**src/rtl/alu_arbiter.sv**
```systemverilog
// alu_arbiter: shares one external combinational ALU between two requesters.
// Accept (IDLE) -> one execute cycle (EXEC) -> response held until consumed (RESP).
// Build option: define ALU_ARB_RR_EN for round-robin tie-break; otherwise
// requester 0 wins every tie and no last-grant register exists.
module alu_arbiter (
  input  logic        clk,
  input  logic        reset,
  input  logic        r0_valid,
  output logic        r0_ready,
  input  logic [31:0] r0_a,
  input  logic [31:0] r0_b,
  input  logic [2:0]  r0_op,
  input  logic        r1_valid,
  output logic        r1_ready,
  input  logic [31:0] r1_a,
  input  logic [31:0] r1_b,
  input  logic [2:0]  r1_op,
  output logic        rsp0_valid,
  input  logic        rsp0_ready,
  output logic        rsp1_valid,
  input  logic        rsp1_ready,
  output logic [31:0] rsp_c,
  output logic        rsp_eq,
  output logic [31:0] alu_a,
  output logic [31:0] alu_b,
  output logic [2:0]  alu_op,
  input  logic [31:0] alu_c,
  input  logic        alu_eq
);

  typedef enum logic [1:0] {IDLE, EXEC, RESP} state_t;

  state_t      state_q, state_d;
  logic [31:0] opa_q, opa_d;
  logic [31:0] opb_q, opb_d;
  logic [2:0]  opc_q, opc_d;
  logic        owner_q, owner_d;
  logic [31:0] res_c_q, res_c_d;
  logic        res_eq_q, res_eq_d;
  logic        rsp0_valid_q, rsp0_valid_d;
  logic        rsp1_valid_q, rsp1_valid_d;
  logic        tie_pick;
  logic        grant;
  logic        accept;

`ifdef ALU_ARB_RR_EN
  logic        last_q, last_d;
  assign tie_pick = ~last_q;
`else
  assign tie_pick = 1'b0;
`endif

  // Pick the winning requester: a lone requester wins, ties go to tie_pick.
  always_comb begin
    grant = 1'b0;
    if (r0_valid && r1_valid) grant = tie_pick;
    else if (r1_valid)        grant = 1'b1;
  end

  assign r0_ready = (state_q == IDLE) && !grant && r0_valid;
  assign r1_ready = (state_q == IDLE) &&  grant && r1_valid;
  assign accept   = r0_ready || r1_ready;

  // Next-state and datapath capture for the accept/execute/respond sequence.
  always_comb begin
    state_d  = state_q;
    opa_d    = opa_q;
    opb_d    = opb_q;
    opc_d    = opc_q;
    owner_d  = owner_q;
    res_c_d  = res_c_q;
    res_eq_d = res_eq_q;
`ifdef ALU_ARB_RR_EN
    last_d   = last_q;
`endif
    case (state_q)
      IDLE: begin
        if (accept) begin
          opa_d   = grant ? r1_a  : r0_a;
          opb_d   = grant ? r1_b  : r0_b;
          opc_d   = grant ? r1_op : r0_op;
          owner_d = grant;
`ifdef ALU_ARB_RR_EN
          last_d  = grant;
`endif
          state_d = EXEC;
        end
      end
      EXEC: begin
        res_c_d  = alu_c;
        res_eq_d = alu_eq;
        state_d  = RESP;
      end
      RESP: begin
        if (owner_q ? rsp1_ready : rsp0_ready) state_d = IDLE;
      end
      default: state_d = IDLE;
    endcase
    // Response valids are registered so they come straight from flops.
    rsp0_valid_d = (state_d == RESP) && !owner_d;
    rsp1_valid_d = (state_d == RESP) &&  owner_d;
  end

  // State and data registers; reset discards any operation in flight.
  always_ff @(posedge clk or posedge reset) begin
    if (reset) begin
      state_q      <= IDLE;
      opa_q        <= 32'd0;
      opb_q        <= 32'd0;
      opc_q        <= 3'd0;
      owner_q      <= 1'b0;
      res_c_q      <= 32'd0;
      res_eq_q     <= 1'b0;
      rsp0_valid_q <= 1'b0;
      rsp1_valid_q <= 1'b0;
`ifdef ALU_ARB_RR_EN
      last_q       <= 1'b1;
`endif
    end else begin
      state_q      <= state_d;
      opa_q        <= opa_d;
      opb_q        <= opb_d;
      opc_q        <= opc_d;
      owner_q      <= owner_d;
      res_c_q      <= res_c_d;
      res_eq_q     <= res_eq_d;
      rsp0_valid_q <= rsp0_valid_d;
      rsp1_valid_q <= rsp1_valid_d;
`ifdef ALU_ARB_RR_EN
      last_q       <= last_d;
`endif
    end
  end

  assign rsp0_valid = rsp0_valid_q;
  assign rsp1_valid = rsp1_valid_q;
  assign rsp_c      = res_c_q;
  assign rsp_eq     = res_eq_q;
  assign alu_a      = opa_q;
  assign alu_b      = opb_q;
  assign alu_op     = opc_q;

endmodule

```
**config.mk**
```make
export PLATFORM = sky130hd
export DESIGN_NAME = alu_arbiter
export DESIGN_NICKNAME = d
export VERILOG_FILES = /design/src/rtl/alu_arbiter.sv
export SDC_FILE = /design/constraint.sdc
export NUM_CORES = 1
export LEC_CHECK = 0
export CAP_MARGIN = 20
export CORE_MARGIN = 1.5
export CORE_UTILIZATION = 40
export CTS_BUF_LIST = sky130_fd_sc_hd__clkbuf_4 sky130_fd_sc_hd__clkbuf_8
export DETAILED_ROUTE_END_ITERATION = 8
export PLACE_DENSITY_LB_ADDON = 0.15
export SETUP_SLACK_MARGIN = 0.02
export SYNTH_ARGS = -nofsm -noshare
export SYNTH_HDL_FRONTEND = slang
export SYNTH_SLANG_ARGS = --single-unit
```
**constraint.sdc**
```tcl
create_clock -name clk -period 4.7 [get_ports clk]
set_clock_uncertainty 0.1 [all_clocks]
set_input_delay 1.41 -clock clk [delete_from_list [all_inputs] [get_ports clk]]
set_output_delay 1.41 -clock clk [all_outputs]
set_load 0.1 [all_outputs]
```
==> flow_metrics.tcl, run 1 <==
set metrics [dict create \
    outcome "complete, no violations" \
    grt_pass1_wl_um 19300 \
    dr.pass1.iters 4 \
    routed_wl_um 12600 \
    cts_root_buf "clkbuf_8" \
    final.period_utilization 0.837 \
    slew_headroom 0.310 \
    clk_latency_ns 0.36 \
    synth_seq_cells 105 \
    area_delta_synth_final_pct 63.5 \
    met1_usage 0.200 \
    drcViolationCount 0 \
    critPathLaunch "r1_valid" \
    reg2reg_from "state_q[1]" \
    synth.distinct_cells 19 \
    synthArstFlopShare 1.00 \
    synth_xor_area_frac 0 \
    tightestPinTransition_ns 1.03 \
    cts_made_buffers 9 \
    die-area_sq_um 12900 \
    end_kind "primary output" \
    viasPerCell 4.87 \
    antenna_found_initial 0 \
    fmax_ghz 0.254 \
    crit_type "input pin to primary output" \
    yosys_warnings 0 \
    nets 754 \
    grtUsageTotal 0.194 \
    postCtsSetupBuffers 0 \
    synth.most_common_cell "mux2_2" \
    htree_levels 3 \
    hp-start "alu_b[20]" \
    synth_area_per_cell_sq_um 15.9 \
    timing.final.hold_violations 0 \
    yosysSeqAreaShare 0.538 \
    critPathMaxFanout 3 \
    busiest_layer "met2" \
    portBuffers 276 \
    grt_pass1_vias 3822 \
    cts_hold_buf 0 \
    drt_iter0_markers 69 \
    drive_above_1_share 0.336 \
    syn_inst 307 \
    synth_top_family_by_area "multiplexers" \
    required_ns 3.19 \
    synth-simple-area-share 0.0146 \
    cts_resized 0 \
    fin_tns_setup_ns 0 \
    clock-sinks 105 \
    hpwl_um 9700 \
    synth-compound-area-share 0.00256 \
    cts_buffer_depth 2 \
    fill_cells 924 \
    period_minus_slack_ns 3.93 \
    met3_usage 0.0770 \
    crit_slowest_cell "clkdlybuf4s50_1" \
    yosys.area_share.adder 0 \
    synth-edff-count 0 \
    die_w_um 113 \
    antennaDiodeCount 0 \
    wire_per_inst_um 17.2 \
    finalSetupViolCount 0 \
    cp.arrival_ns 2.42 \
    synth_ff_type "dfrtp_1" \
    row_count 40 \
    crit_chain "clkdlybuf4s50_1 > nand2b_4 > nor3_2 > buf_12" \
    synth.largest_area_cell "dfrtp_1" \
    overflow 0 \
    synth_common_cells "129 x mux2_2, 105 x dfrtp_1, 38 x mux2_4, 11 x buf_2, 4 x buf_6" \
    coreArea_sq_um 12000 \
    rsz0062_at_grt "false" \
    syn_nets 480 \
    synth_top_area_frac 0.538 \
    hold_class "register to register" \
    cp_slowest_stage_delay_ns 0.54 \
    synth.area.top_cells "dfrtp_1 54%, mux2_2 30%, mux2_4 12%" \
    max_cap_violations 0 \
    synthMuxAreaShare 0.416 \
    die_h_um 113 \
    met2_usage 0.347 \
    start_util 0.408 \
    detail-route-antenna-nets 0 \
    grt_max_degree 69 \
    clk_pin_slew_ns 0.09 \
    maxSlewViolCount 0 \
    ioPinCount 277 \
    gp_congestion 0.784 \
    start_kind "input pin" \
    vias 3567 \
    netlist_area_sq_um 4880 \
    cts_tree "built" \
]
[flip-flops by register name, indices dropped and copies added (netlist names)]
register,cells
alu_a,32
alu_b,32
alu_op,3
owner_q,1
rsp0_valid,1
rsp1_valid,1
rsp_c,32
rsp_eq,1
state_q,2
[layer usage]
layer  routed length [um]  up-vias
li1                     -     1635
met1                 4490     1728
met2                 6420      183
met3                 1350       21
met4                  356        0
met5                    0        -
[final cells by class]
| class | count | area, sq um | share of cell area |
|---|---|---|---|
| clock inverters | 6 | 57.6 | 0.00721 |
| inverters | 3 | 13.8 | 0.00172 |
| flip-flops and latches | 105 | 2630 | 0.329 |
| clock buffers | 10 | 138 | 0.0172 |
| well taps | 147 | 184 | 0.0230 |
| multi-input cells | 180 | 2130 | 0.267 |
| repair buffers | 282 | 2830 | 0.354 |
[cell usage in the layout (no fill, tap or decap), drive strengths merged, types with 2 or more instances in the layout]
cell / synthesis / layout
nor2b: 2 / 2
clkbuf: 1 / 10
inv: 3 / 3
nor3: 2 / 2
mux2: 167 / 167
nand2b: 2 / 2
clkdlybuf4s50: 0 / 274
nor2: 2 / 2
buf: 18 / 8
dfrtp: 105 / 105
clkinv: 0 / 4
[stage by stage]
stage | setup WS [ns] | util | cell area, sq um | hold slack (ns) | cells
after global routing | 0.720 | 0.667 | 7980 | 0.425 | 733
after global placement | 0.775 | 0.651 | 7790 | 0.387 | 717
after CTS | 0.764 | 0.667 | 7980 | 0.416 | 733
final | 0.768 | 0.667 | 7980 | 0.412 | 733
after floorplan | 0.106 | - | 4890 | 0.437 | 307
after detailed placement | 0.780 | 0.651 | 7790 | 0.392 | 717
[final timing paths]
path                       slack [ns]         to  depth (start not counted)
hold / removal                   0.41  alu_b[20]                          1
setup / recovery                 0.77   r1_ready                          4
setup reg to reg                 2.84  alu_a[11]                          3
hold reg to reg                  0.41  alu_b[20]                          1
min in group asynchronous        1.46  rsp_c[20]                          2
max in group asynchronous        2.22  alu_op[2]                          3
[critical path, delay by kind of cell]
kind | cells | cell delay, ns
and+or+nand+nor | 2 | 0.26
buffers and inverters | 2 | 0.75
[logic make-up (layout without fill, tap and decap cells)]
group / count (synthesis) / count (layout)
mux: 168 / 168
flops: 105 / 105
buf+inv: 22 / 301
simple gates: 10 / 10
compound gates: 2 / 2
Power of run 1 is not shown: default switching activity piles up to over one toggle a cycle in this logic, so the estimate is an artifact.
==> run 2: changes to the inputs <==
CORE_UTILIZATION = 36   (was 40)
clock period = 3.6 ns   (was 4.7 ns; I/O delays follow)
==> flow_metrics.tcl, run 2 (synthesis gave the netlist of run 1 again) <==
set metrics [dict create \
    timing.final.hold_violations 0 \
    outcome "complete, no violations" \
    grt_max_degree 68 \
    die-area_sq_um 14300 \
    end_kind "primary output" \
    row_count 42 \
    min_path_cells 1 \
    postCtsSetupBuffers 0 \
    htree_levels 3 \
    cts_tree "built" \
    hpwl_um 9130 \
    overflow 0 \
    clk_pin_slew_ns 0.09 \
    die_h_um 119 \
    hp-start "alu_a[14]" \
    required_ns 2.42 \
    drt_iter0_markers 87 \
    drcViolationCount 0 \
    crit_type "input pin to primary output" \
    critPathMaxFanout 3 \
    cts_root_buf "clkbuf_8" \
    fin_util 0.589 \
    detail-route-antenna-nets 0 \
    drive_above_1_share 0.510 \
    finalSetupViolCount 0 \
    start_util 0.369 \
    start_kind "input pin" \
    tightestPinTransition_ns 0.826 \
    final_cell_mix "172 x clkdlybuf4s50_1, 129 x mux2_2, 106 x buf_4, 105 x dfrtp_1, 38 x mux2_4" \
    hold_class "register to register" \
    coreArea_sq_um 13200 \
    grt_pass1_vias 3732 \
    grtUsageTotal 0.171 \
    grt_pass1_wl_um 19100 \
    final.period_utilization 0.918 \
    clk_latency_ns 0.37 \
    maxSlewViolCount 0 \
    cts_resized 0 \
    r2r-end "rsp0_valid" \
    fin_tns_setup_ns 0 \
    gp_congestion 0.692 \
    final_common_cell "clkdlybuf4s50_1" \
    rsz0062_at_grt "false" \
    cts_made_buffers 9 \
    slew_headroom 0.449 \
    nets 754 \
    die_w_um 119 \
    cp.arrival_ns 2.13 \
    portBuffers 276 \
    ioPinCount 277 \
    routed_wl_um 12000 \
    cts_buffer_depth 2 \
    wire_per_inst_um 15.8 \
    clock-sinks 105 \
    vias 3498 \
    rr_worst_depth 4 \
    dr.pass1.iters 3 \
    cts_hold_buf 0 \
    fmax_ghz 0.302 \
    period_minus_slack_ns 3.31 \
    viasPerCell 4.59 \
    reg2reg_from "state_q[1]" \
    antenna_found_initial 0 \
    hold_end "alu_a[14]" \
    area_delta_synth_final_pct 59.9 \
    antennaDiodeCount 0 \
    regToRegSetupSlack_ns 1.88 \
    max_cap_violations 0 \
]
[run 2: cell types whose count changed in the layout (fill, tap and decap cells not counted), sizes merged]
cell	previous run	this run
clkinv	4	1
clkdlybuf4s50	274	172
buf	8	110
clkinvlp	1	3
inv	3	4
[run 2: worst max path at each step]
stage / slack, ns / from / end / cells after the start
floorplan: -0.33 / r0_valid / r1_ready / 5
global placement: 0.33 / r1_valid / r1_ready / 4
detailed placement: 0.30 / r1_valid / r1_ready / 4
CTS: 0.29 / r0_valid / r0_ready / 3
global route: 0.24 / r0_valid / r0_ready / 3
finish: 0.29 / r0_valid / r0_ready / 3
[run 2: final cells by class]
type / instances / area [sq um]
Clock inverter: 6 / 73.8
Fill cell: 1102 / 5440
Timing Repair Buffer: 282 / 2600
Sequential cell: 105 / 2630
Multi-Input combinational cell: 180 / 2130
Inverter: 3 / 15.0
Clock buffer: 10 / 138
Tap cell: 176 / 220
[run 2: layer usage]
layer,global-route usage,vias to the layer above,share of wire
li1,-,1635,-
met1,0.211,1661,0.41
met2,0.276,179,0.47
met3,0.0527,23,0.090
met4,0.0759,0,0.027
met5,0,-,0
[run 2: per-stage QoR]
stage / setup slack [ns] / std cells / area [sq um] / hold WS [ns]
after global placement: 0.328 / 746 / 7590 / 0.390
after floorplan: -0.334 / 307 / 4900 / 0.437
after CTS: 0.287 / 762 / 7800 / 0.419
after detailed placement: 0.297 / 746 / 7590 / 0.394
final: 0.294 / 762 / 7800 / 0.413
after global routing: 0.236 / 762 / 7800 / 0.429
[run 2: critical path, stage by stage]
cell             delay [ns]
clkdlybuf4s50_1        0.50
nor3b_2                0.32
buf_12                 0.22
Power of run 2 is left out for the same reason.
